File: src/rtl/interrupt_arbiter_if.sv
// Bus bundle between the interrupt pins/software side and the arbiter.
//
// Request handshake: irq_req rises together with a stable irq_vector and stays
// high (vector unchanged) until the cycle irq_ack is sampled high, or until the
// ack timeout expires. A request is transferred on the rising clk edge where
// irq_req=1 and irq_ack=1. irq_ack or rti_done seen while no request / no
// service is outstanding is ignored.
interface interrupt_arbiter_if #(
    parameter int NUM_SRC = 4,
    parameter int VEC_W   = 3
);
    logic [NUM_SRC-1:0] irq_in;
    logic               mask_we;
    logic [NUM_SRC-1:0] mask_wdata;
    logic               irq_ack;
    logic               rti_done;
    logic               irq_req;
    logic [VEC_W-1:0]   irq_vector;
    logic               in_service;
    logic [NUM_SRC-1:0] pending;
    logic               timeout;
    logic [1:0]         dbg_state;

    modport master (
        output irq_in, mask_we, mask_wdata, irq_ack, rti_done,
        input  irq_req, irq_vector, in_service, pending, timeout, dbg_state
    );

    modport slave (
        input  irq_in, mask_we, mask_wdata, irq_ack, rti_done,
        output irq_req, irq_vector, in_service, pending, timeout, dbg_state
    );
endinterface

File: src/rtl/interrupt_arbiter.sv
// Interrupt front end: edge-detects the source lines into a pending latch,
// masks them, picks the lowest-index eligible source and hands it to the
// sequencer with req/ack, then blocks until the service routine returns.
module interrupt_arbiter #(
    parameter int NUM_SRC     = 4,
    parameter int VEC_W       = 3,
    parameter int ACK_TIMEOUT = 15
) (
    input  logic                 clk,
    input  logic                 rst_n,
    interrupt_arbiter_if.slave   bus
);

    // Counter is at least 4 bits and wide enough to hold ACK_TIMEOUT.
    localparam int CLOG_W = $clog2(ACK_TIMEOUT + 1);
    localparam int CNT_W  = (CLOG_W > 4) ? CLOG_W : 4;
    localparam logic [CNT_W-1:0] CNT_MAX  = {CNT_W{1'b1}};
    localparam logic [CNT_W-1:0] CNT_LAST = CNT_W'(ACK_TIMEOUT - 1);

    typedef enum logic [1:0] {
        S_IDLE    = 2'd0,
        S_REQ     = 2'd1,
        S_SERVICE = 2'd2
    } state_t;

    state_t             state_q, state_d;
    logic [NUM_SRC-1:0] pending_q, pending_d;
    logic [NUM_SRC-1:0] mask_q, mask_d;
    logic [NUM_SRC-1:0] irq_prev_q, irq_prev_d;
    logic               irq_req_q, irq_req_d;
    logic [VEC_W-1:0]   irq_vector_q, irq_vector_d;
    logic               in_service_q, in_service_d;
    logic               timeout_q, timeout_d;
    logic [CNT_W-1:0]   cnt_q, cnt_d;

    logic [NUM_SRC-1:0] rise;
    logic [NUM_SRC-1:0] eligible;
    logic [VEC_W-1:0]   winner;

    // Rising-edge detect on the raw lines, eligibility and fixed-priority pick.
    always_comb begin
        rise     = bus.irq_in & ~irq_prev_q;
        eligible = pending_q & mask_q;
        winner   = '0;
        for (int i = NUM_SRC - 1; i >= 0; i--) begin
            if (eligible[i]) begin
                winner = VEC_W'(i);
            end
        end
    end

    // Next-state, pending latch, mask and registered outputs.
    always_comb begin
        state_d      = state_q;
        pending_d    = pending_q;
        irq_req_d    = irq_req_q;
        irq_vector_d = irq_vector_q;
        in_service_d = in_service_q;
        timeout_d    = 1'b0;
        cnt_d        = cnt_q;
        mask_d       = bus.mask_we ? bus.mask_wdata : mask_q;
        irq_prev_d   = bus.irq_in;

        case (state_q)
            S_IDLE: begin
                cnt_d = '0;
                // Uses the mask as it stood before any write on this edge.
                if (|eligible) begin
                    state_d      = S_REQ;
                    irq_req_d    = 1'b1;
                    irq_vector_d = winner;
                end
            end
            S_REQ: begin
                if (bus.irq_ack) begin
                    for (int i = 0; i < NUM_SRC; i++) begin
                        if (irq_vector_q == VEC_W'(i)) begin
                            pending_d[i] = 1'b0;
                        end
                    end
                    irq_req_d    = 1'b0;
                    in_service_d = 1'b1;
                    state_d      = S_SERVICE;
                end else begin
                    if (cnt_q != CNT_MAX) begin
                        cnt_d = cnt_q + 1'b1;
                    end
                    // Pending bit is kept so the source re-arbitrates.
                    if (cnt_q == CNT_LAST) begin
                        timeout_d = 1'b1;
                        irq_req_d = 1'b0;
                        state_d   = S_IDLE;
                    end
                end
            end
            S_SERVICE: begin
                if (bus.rti_done) begin
                    in_service_d = 1'b0;
                    state_d      = S_IDLE;
                end
            end
            default: begin
                state_d = S_IDLE;
            end
        endcase

        // A fresh edge beats a same-cycle clear from the ack.
        pending_d = pending_d | rise;
    end

    // State and datapath registers.
    always_ff @(posedge clk or negedge rst_n) begin
        if (!rst_n) begin
            state_q      <= S_IDLE;
            pending_q    <= '0;
            mask_q       <= '1;
            irq_prev_q   <= '0;
            irq_req_q    <= 1'b0;
            irq_vector_q <= '0;
            in_service_q <= 1'b0;
            timeout_q    <= 1'b0;
            cnt_q        <= '0;
        end else begin
            state_q      <= state_d;
            pending_q    <= pending_d;
            mask_q       <= mask_d;
            irq_prev_q   <= irq_prev_d;
            irq_req_q    <= irq_req_d;
            irq_vector_q <= irq_vector_d;
            in_service_q <= in_service_d;
            timeout_q    <= timeout_d;
            cnt_q        <= cnt_d;
        end
    end

    assign bus.irq_req    = irq_req_q;
    assign bus.irq_vector = irq_vector_q;
    assign bus.in_service = in_service_q;
    assign bus.pending    = pending_q;
    assign bus.timeout    = timeout_q;
    assign bus.dbg_state  = state_q;

endmodule

File: src/flat_wrapper.sv
// flat-port wrapper written by rule: the top's interface ports become plain ports
module interrupt_arbiter_flat 
#(
    parameter int NUM_SRC     = 4,
    parameter int VEC_W       = 3,
    parameter int ACK_TIMEOUT = 15
)
  (clk, rst_n, bus_irq_in, bus_mask_we, bus_mask_wdata, bus_irq_ack, bus_rti_done, bus_irq_req, bus_irq_vector, bus_in_service, bus_pending, bus_timeout, bus_dbg_state);
  interrupt_arbiter_if #(.NUM_SRC(NUM_SRC), .VEC_W(VEC_W)) bus_i ();
  input  logic clk;
  input  logic rst_n;
  input wire logic [$bits(bus_i.irq_in)-1:0] bus_irq_in;
  input wire logic [$bits(bus_i.mask_we)-1:0] bus_mask_we;
  input wire logic [$bits(bus_i.mask_wdata)-1:0] bus_mask_wdata;
  input wire logic [$bits(bus_i.irq_ack)-1:0] bus_irq_ack;
  input wire logic [$bits(bus_i.rti_done)-1:0] bus_rti_done;
  output wire logic [$bits(bus_i.irq_req)-1:0] bus_irq_req;
  output wire logic [$bits(bus_i.irq_vector)-1:0] bus_irq_vector;
  output wire logic [$bits(bus_i.in_service)-1:0] bus_in_service;
  output wire logic [$bits(bus_i.pending)-1:0] bus_pending;
  output wire logic [$bits(bus_i.timeout)-1:0] bus_timeout;
  output wire logic [$bits(bus_i.dbg_state)-1:0] bus_dbg_state;
  assign bus_i.irq_in = bus_irq_in;
  assign bus_i.mask_we = bus_mask_we;
  assign bus_i.mask_wdata = bus_mask_wdata;
  assign bus_i.irq_ack = bus_irq_ack;
  assign bus_i.rti_done = bus_rti_done;
  assign bus_irq_req = bus_i.irq_req;
  assign bus_irq_vector = bus_i.irq_vector;
  assign bus_in_service = bus_i.in_service;
  assign bus_pending = bus_i.pending;
  assign bus_timeout = bus_i.timeout;
  assign bus_dbg_state = bus_i.dbg_state;
  interrupt_arbiter #(.NUM_SRC(NUM_SRC), .VEC_W(VEC_W), .ACK_TIMEOUT(ACK_TIMEOUT)) u_core (.clk(clk), .rst_n(rst_n), .bus(bus_i));
endmodule
File: config.mk
export PLATFORM = sky130hd
export DESIGN_NAME = interrupt_arbiter_flat
export DESIGN_NICKNAME = d
export VERILOG_FILES = /design/src/rtl/interrupt_arbiter_if.sv /design/src/rtl/interrupt_arbiter.sv /design/src/flat_wrapper.sv
export SDC_FILE = /design/constraint.sdc
export NUM_CORES = 1
export LEC_CHECK = 0
export ABC_AREA = 1
export BUFFER_PORTS_ARGS = -buffer_cell sky130_fd_sc_hd__buf_2
export CAP_MARGIN = 20
export CELL_PAD_IN_SITES_DETAIL_PLACEMENT = 1
export CELL_PAD_IN_SITES_GLOBAL_PLACEMENT = 2
export CORE_MARGIN = 2
export CORE_UTILIZATION = 30
export CTS_CLUSTER_SIZE = 14
export DETAILED_ROUTE_END_ITERATION = 7
export PLACE_DENSITY = 0.76
export REMOVE_ABC_BUFFERS = 1
export SLEW_MARGIN = 10
export SYNTH_ARGS = -nofsm -noshare
export SYNTH_HDL_FRONTEND = slang
export SYNTH_SLANG_ARGS = --single-unit
File: constraint.sdc
create_clock -name clk -period 1.5 [get_ports clk]
set_input_delay 0.15 -clock clk [delete_from_list [all_inputs] [get_ports clk]]
set_output_delay 0.15 -clock clk [all_outputs]
set_load 0.005 [all_outputs]
==> Word-level counts from Yosys, hierarchy flattened <==
Cells that the tools add are included.
{ "totals": {"rom_bits": 0, "in_bits": 13, "register_bits": 24, "latchBits": 0, "out_inout_bits": 12, "memories": 0, "ramBits": 0} }
{ "classes": {"n_bitwise": 4, "add_sub_neg": 1, "n_lt_le_gt_ge": 0, "muxes": 28, "n_eq_ne": 13, "shift": 0, "n_reduce_logical": 10, "div_mod_pow": 0, "multipliers": 0} }
{ "ops": {"columns": ["operator", "n"], "rows": [
  ["$mux 4", 4],
  ["$mux 1", 12],
  ["$reduce_and 3->1", 4],
  ["$mux 2", 5],
  ["$mux 3", 3],
  ["$and 4x4->4", 2],
  ["$pmux 4 s2", 1],
  ["$eq 3x2->1 const B", 2],
  ["$ne 2x2->1 const B", 3],
  ["$pmux 2 s3", 1],
  ["$add 4x1->4 const B", 1],
  ["$eq 4x4->1 const B", 1],
  ["$ne 2x1->1 const B", 2],
  ["$ne 4x4->1 const B", 1],
  ["$not 4->4", 1],
  ["$or 4x4->4", 1],
  ["$pmux 1 s2", 2],
  ["$reduce_bool 2->1", 2],
  ["$reduce_or 4->1", 1],
  ["$eq 3x1->1 const B", 1],
  ["$logic_not 3->1", 1],
  ["$ne 3x2->1 const B", 1],
  ["$eq 2x1->1 const B", 1],
  ["$eq 2x2->1 const B", 1],
  ["other kinds (2)", 2]
]} }

==> Longest topological paths before layout <==
Gate-level depths: netlist (run 1).
{ "logic_depth": {"ltp_word": 5, "depth_mapped": 7} }

==> Worst setup path before layout (run 1) <==
Ideal clock, no wire load.
{ "synth_path": {"kind": "flip-flop to flip-flop", "start": "register u_core.cnt_q[0]", "end": "register u_core.cnt_q[1]", "required_time_ps": 1423, "slack_ps": 400, "synth_period_minus_slack_ps": 1100, "setup_ps": 77, "n_path_buf": 0, "stages_incl_launch_ff": 5, "arrival_time_ps": 1024, "path_cell_list": "dfrtp_1 -> inv_1 -> ha_1 -> or2_1 -> o21ai_1"} }
{ "synth_between": {"elab_chain_cells": 4} }
{ "synth_lines": {"columns": ["item", "line_no", "source"], "rows": [
  ["from (decl)", "interrupt_arbiter.sv:34", "logic [CNT_W-1:0] cnt_q, cnt_d;"],
  ["from (signal assigned)", "interrupt_arbiter.sv:132", "cnt_q <= cnt_d;"],
  ["$add 4x1->4", "interrupt_arbiter.sv:86", "cnt_d = cnt_q + 1'b1;"],
  ["$mux 4", "interrupt_arbiter.sv:85", "if (cnt_q != CNT_MAX) begin"],
  ["$mux 4", "interrupt_arbiter.sv:75", "if (bus.irq_ack) begin"],
  ["$pmux 4 s2", "interrupt_arbiter.sv:64", "case (state_q)"]
]} }
Parallel ways exist; a longest one is shown, timed or not. The select of a mux whose other input is x is not followed.
A chain may end at the register's enable or synchronous reset.

==> Worst setup path after layout (run 1) <==
{ "layout_path": {"start": "register u_core.cnt_q[0]", "end": "register u_core.cnt_q[2]"} }
Same word-level chain as after synthesis.

==> results.cfg, run 1 <==
[timing]
fin_crit_sh_pct = 82.28
finClkSkew_ns = 0.01288
hold_violations = 0
setup_viol = 0
min_period_ns = 1.234
fin_tns_setup_ns = 0
fmax_ghz = 0.8102
maxSlewHeadroom_pct = 65.37
fin_hold_ws_ns = 0.02779
rsz0062_at_grt = false
slew_violations = 0
max_slew.worst_pin.slew_ns = 0.5194

[die]
io_pins = 25
die-width_um = 61.98
rows = 21
core_um2 = 3284
initial_utilization_pct = 30.70
dieArea_um2 = 3842
die_height_um = 61.98

[cts]
h-tree-depth = 1
clockBufferDepth = 2
cts_sinks = 23
cts-buffers-inserted = 3
ctsResizeCount = 0
cts_tree = done
clkSlewWorstSetupHoldPaths_ns = 0.12
cts_setup_buffers = 0
clockRootBuffer = clkbuf_4
clock_latency_ns = 0.32

[drt]
ant_nets = 0
drt-initial-drc-count = 18
vias = 806
firstDrtPassIters = 4
wl_per_cell_um = 11.87
routed_wl_um = 2173
drcViolationCount = 0
via_per_inst = 4.404

[worst_setup_path]
critPathLaunchType = flop
crit_required_ns = 1.71
cpMaxStageDelayCell = dfrtp_1
cpPeakStageDelay_ns = 0.44
cp_max_fo = 7
r2r_slack_ns = 0.27
crit_chain = ha_1 > nand4_1 > nand3_2 > nand2_1 > o21ai_1
endpoint_kind = flop
cp.arrival_ns = 1.44
critPathKind = flop to flop

[cells_and_area]
insertedDiodeCount = 0
most-common-layout-cells = 28 x nand2_1, 23 x buf_2, 19 x dfrtp_1, 12 x inv_1, 9 x o21ai_1
syn_to_final_growth_pct = 24.07
nFillCells = 406
stdcell_area_um2 = 1251
final_common_cell = nand2_1
finalNetCount = 153
layout-drive-gt1-share_pct = 29.20

[logic_synthesis]
async_reset_ff_share_pct = 100.0
yosysUniqueCellTypes = 22
synth-seq-cells = 23
synth_cells = 106
synth_area_per_cell_um2 = 9.514
synth_edf_count = 0
synthFlopType = dfrtp_1
netlist_area_um2 = 1008
yosysWarnings = 0
synth.yosys.seq_area_share_pct = 57.57

[pwr]
power_density_nw_per_um2 = 1575
leakagePower_nw = 0.6340
vdd_ir_drop_max_mv = 0.4217

[placement]
gp_congestion = 0.7376
dpl_cell_area_um2 = 1174
dp_hpwl_um = 1695
portBuffers = 23

[global_route]
grt_pass1_wl_um = 3594
grt_pass1_vias = 839
grt_util_all_layers_pct = 12.62
antenna_found_initial = 0
grt.overflow.total = 0
grt_max_degree = 24

[min_path]
min_path_type = primary input to flop

[flow_run]
maxCapViolations = 0

[run_status]
status = finished clean
[layer usage]
metal / up-vias / wire length [µm] / GRT usage (%)
met1: 396 / 1007 / 15.48
met4: 0 / 21 / 6.383
met5: - / 0 / 0
met2: 8 / 1121 / 22.32
met3: 3 / 23 / 0.6211
li1: 399 / - / -
[per-stage QoR]
stage          setup WS, ns  cells  total power [mW]  utilization [%]
2_1_floorplan        0.3998    105             1.393                -
3_3_place_gp         0.2972    174             1.679            35.73
3_5_place_dp         0.2800    174             1.697            35.73
4_1_cts              0.2579    183             2.010            38.10
5_1_grt              0.1576    183             2.178            38.10
6_report             0.2658    183             1.971            38.10
[sequential cells by signal (all words and copies together) (netlist names)]
signal                 cells
u_core.mask_q              4
u_core.bus.irq_req         1
u_core.bus.dbg_state       2
u_core.bus.irq_vector      2
u_core.bus.pending         4
u_core.bus.in_service      1
u_core.cnt_q               4
u_core.bus.timeout         1
u_core.irq_prev_q          4
[power breakdown]
part           internal (mW)  switching (mW)  total, mW
Clock                 0.0998           0.193      0.293
Combinational          0.294           0.436      0.730
Sequential             0.791           0.157      0.948
[synthesized netlist by cell type (2+ instances only)]
cell | count | area, µm²
dfrtp_1 | 19 | 475.5
ha_1 | 2 | 25.02
nand4_1 | 2 | 12.51
nand3_1 | 7 | 35.03
inv_1 | 12 | 45.04
nor2_1 | 2 | 7.510
o21ai_0 | 4 | 20.02
nand2_1 | 28 | 105.1
inv_2 | 2 | 7.510
o21ai_1 | 9 | 45.04
dfstp_2 | 4 | 105.1
mux2_2 | 4 | 45.04
or2_1 | 2 | 12.51
[cells by family after synthesis]
| group | share of synthesized area (%) |
|---|---|
| AOI/OAI and AO/OA | 7.941 |
| other | 0.3719 |
| and+or+nand+nor | 20.35 |
| DFF | 57.57 |
| buffers and inverters | 5.956 |
| muxes | 4.466 |
| adders and majority gates | 2.481 |
| xor gates and xnor gates | 0.8686 |
[timing repair]
item	4_1_cts	5_1_grt
endpoints found under the setup margin	0	0
hold buffers	5	0
hold endpoints to repair	23	0
[final cells by class]
class	count	area (µm²)	share of cell area (%)
clock buffers	3	22.52	1.800
clock inverters	1	5.005	0.4000
inverters	14	52.55	4.200
multi-input cells	68	367.9	29.40
flip-flops and latches	23	580.6	46.40
well taps	46	57.56	4.600
repair buffers	28	165.2	13.20
[worst max-delay path: cells and delay by family, from the launching register on]
family	cells	cell delay, ns
flip-flops	1	0.44
adder cells (fa/ha/maj)	1	0.24
AO/OA/AOI/OAI	1	0.07
AND/OR/NAND/NOR	3	0.39
[path summary, 6_finish.rpt]
check                           cells past startpoint                 start                       to
max in group asynchronous                           2                 rst_n         u_core.mask_q[1]
worst max register to register                      5       u_core.cnt_q[0]          u_core.cnt_q[2]
min in group asynchronous                           2                 rst_n     u_core.irq_prev_q[0]
worst min-delay path                                2          bus_rti_done  u_core.bus.dbg_state[1]
worst min register to register                      1  u_core.irq_prev_q[1]    u_core.bus.pending[1]
worst max-delay path                                5       u_core.cnt_q[0]          u_core.cnt_q[2]
Power figures use the tool's default switching activity.
==> run 2: changes to the inputs <==
- CORE_UTILIZATION: 30 -> 27
- PLACE_DENSITY: 0.76 -> 0.72
- clock period: 1.5 -> 1.1 ns (I/O delays scaled with it)
==> run 2 against run 1 <==
The flow now finishes with violations (negative setup slack); power is 71% higher; clock skew is 0.010 ns lower; via count is 7.4% higher; clock power is 82% higher; non-clock buffer count is 14 higher; combinational power is 110% higher; routed wire length is 14% higher; sequential share of layout area is 6.0 points lower; clock-buffer cell count stayed put; hold slack better by 0.012 ns; utilization is 1.5 points higher; critical endpoint is now u_core.cnt_q[3].
==> results.cfg, run 2 (synthesis results as in run 1) <==
[pwr]
vdd_ir_drop_max_mv = 0.6956
power_switching_share_pct = 38.00
power_density_nw_per_um2 = 2337
intPower_mw = 2.087
p_clk_share_pct = 15.8
power_frac_comb_pct = 45.5
leakagePower_nw = 0.7147
pwr-share-seq_pct = 38.7
p_sw_mw = 1.279
power_mw = 3.366

[cts]
cts_sinks = 23
clock_latency_ns = 0.26
clockBufferDepth = 2
clockRootBuffer = clkbuf_8
clkSlewWorstSetupHoldPaths_ns = 0.08
cts-buffers-inserted = 3
cts_tree = done
h-tree-depth = 1

[timing]
max_slew.worst_pin.slew_ns = 0.5273
finClkSkew_ns = 0.002450
setup_viol = 7
min_period_ns = 1.145
layout_setup_ws_ns = -0.04505
rsz0062_at_grt = true
hold_violations = 0
fin_crit_sh_pct = 104.1
fmax_ghz = 0.8733
slew_violations = 0
maxSlewHeadroom_pct = 64.85
fin_hold_ws_ns = 0.03982

[die]
rows = 22
initial_utilization_pct = 27.75
die_height_um = 65.12
die-width_um = 65.12
dieArea_um2 = 4240
core_um2 = 3633
io_pins = 25

[worst_setup_path]
critPathKind = flop to flop
endpoint_kind = flop
cp_max_fo = 7
cpPeakStageDelay_ns = 0.41
crit_chain = ha_2 > nand4_1 > nand3_2 > nand2_1 > o21ai_1
critPathLaunchType = flop
cp.arrival_ns = 1.30
cpMaxStageDelayCell = dfrtp_1
crit_required_ns = 1.26

[drt]
ant_nets = 0
routed_wl_um = 2474
drcViolationCount = 0
vias = 866
via_per_inst = 4.352
firstDrtPassIters = 3
drt-initial-drc-count = 16
wl_per_cell_um = 12.43

[cells_and_area]
final_common_cell = buf_2
most-common-layout-cells = 22 x buf_2, 18 x dfrtp_1, 17 x nand2_1, 13 x buf_4, 12 x nand2_2
insertedDiodeCount = 0
fin_util_pct = 39.64
nFillCells = 450
finalNetCount = 167
layout-drive-gt1-share_pct = 49.01
syn_to_final_growth_pct = 42.80

[min_path]
min_path_type = primary input to flop

[global_route]
grt_pass1_vias = 885
grt_max_degree = 24
antenna_found_initial = 0
grt_util_all_layers_pct = 12.49
grt.overflow.total = 0
grt_pass1_wl_um = 3981

[placement]
portBuffers = 23
gp_congestion = 0.7741
dp_hpwl_um = 1904

[run_status]
status = complete, but fails checks
violations = negative setup slack

[flow_run]
maxCapViolations = 0
-- run 2: changes by cell type in the layout (fill, tap and decap cells not counted), sizes merged --
cell / before / now
buf: 23 / 37
-- run 2: timing repair --
| item | 4_1_cts | 5_1_grt |
|---|---|---|
| setup buffers | 0 | 2 |
| endpoints found under the setup margin | 12 | 14 |
| hold buffers | 5 | 0 |
| pin swaps | 5 | 8 |
| resized for setup | 5 | 22 |
| hold endpoints to repair | 23 | 0 |
-- run 2: final timing paths --
path | start | to | slack, ns | depth (start not counted)
setup / recovery | u_core.cnt_q[0] | u_core.cnt_q[3] | -0.05 | 5
hold / removal | bus_rti_done | u_core.bus.dbg_state[1] | 0.04 | 2
setup reg to reg | u_core.cnt_q[0] | u_core.cnt_q[3] | -0.05 | 5
hold reg to reg | u_core.irq_prev_q[2] | u_core.bus.pending[2] | 0.41 | 1
max in group asynchronous | rst_n | u_core.bus.dbg_state[0] | 0.36 | 2
min in group asynchronous | rst_n | u_core.cnt_q[0] | 0.35 | 2
-- run 2: metrics by stage --
stage / worst slack, ns / setup TNS, ns / std cells / cell area [µm²]
finish: -0.04505 / -0.2044 / 199 / 1440
global route: -0.1288 / -0.8601 / 199 / 1440
CTS: -0.04948 / -0.2554 / 197 / 1371
detailed placement: -0.07989 / -0.4417 / 188 / 1266
global placement: -0.01672 / -0.05281 / 188 / 1266
floorplan: -0.0001725 / -0.0001725 / 105 / 1001
-- run 2: final cells by class --
class	instances	area [µm²]	share of cell area [%]
inverters	14	55.05	3.823
clock inverters	1	5.005	0.3475
multi-input cells	68	416.7	28.93
flip-flops and latches	23	581.8	40.40
repair buffers	42	280.3	19.46
clock buffers	3	41.29	2.867
well taps	48	60.06	4.170
-- run 2: worst max-delay path: cells and delay by family (launching register included) --
family          cells  cell delay [ns]
simple gates        3             0.37
compound gates      1             0.06
flops               1             0.41
fa+ha+maj           1             0.20
-- run 2: power groups by stage --
stage | registers (mW) | logic, mW | clock network [mW]
finish | 1.30 | 1.53 | 0.533
global route | 1.34 | 1.70 | 0.585
CTS | 1.28 | 1.34 | 0.556
detailed placement | 1.29 | 1.30 | 0
global placement | 1.28 | 1.26 | 0
floorplan | 1.28 | 0.622 | 0
-- run 2: per-layer routing --
| metal | vias to the layer above | global-route usage, % | routed length (µm) |
|---|---|---|---|
| met5 | - | 0 | 0 |
| met4 | 0 | 7.813 | 55 |
| met3 | 4 | 1.541 | 36 |
| met2 | 8 | 21.39 | 1388 |
| met1 | 428 | 14.86 | 993 |
| li1 | 426 | - | - |
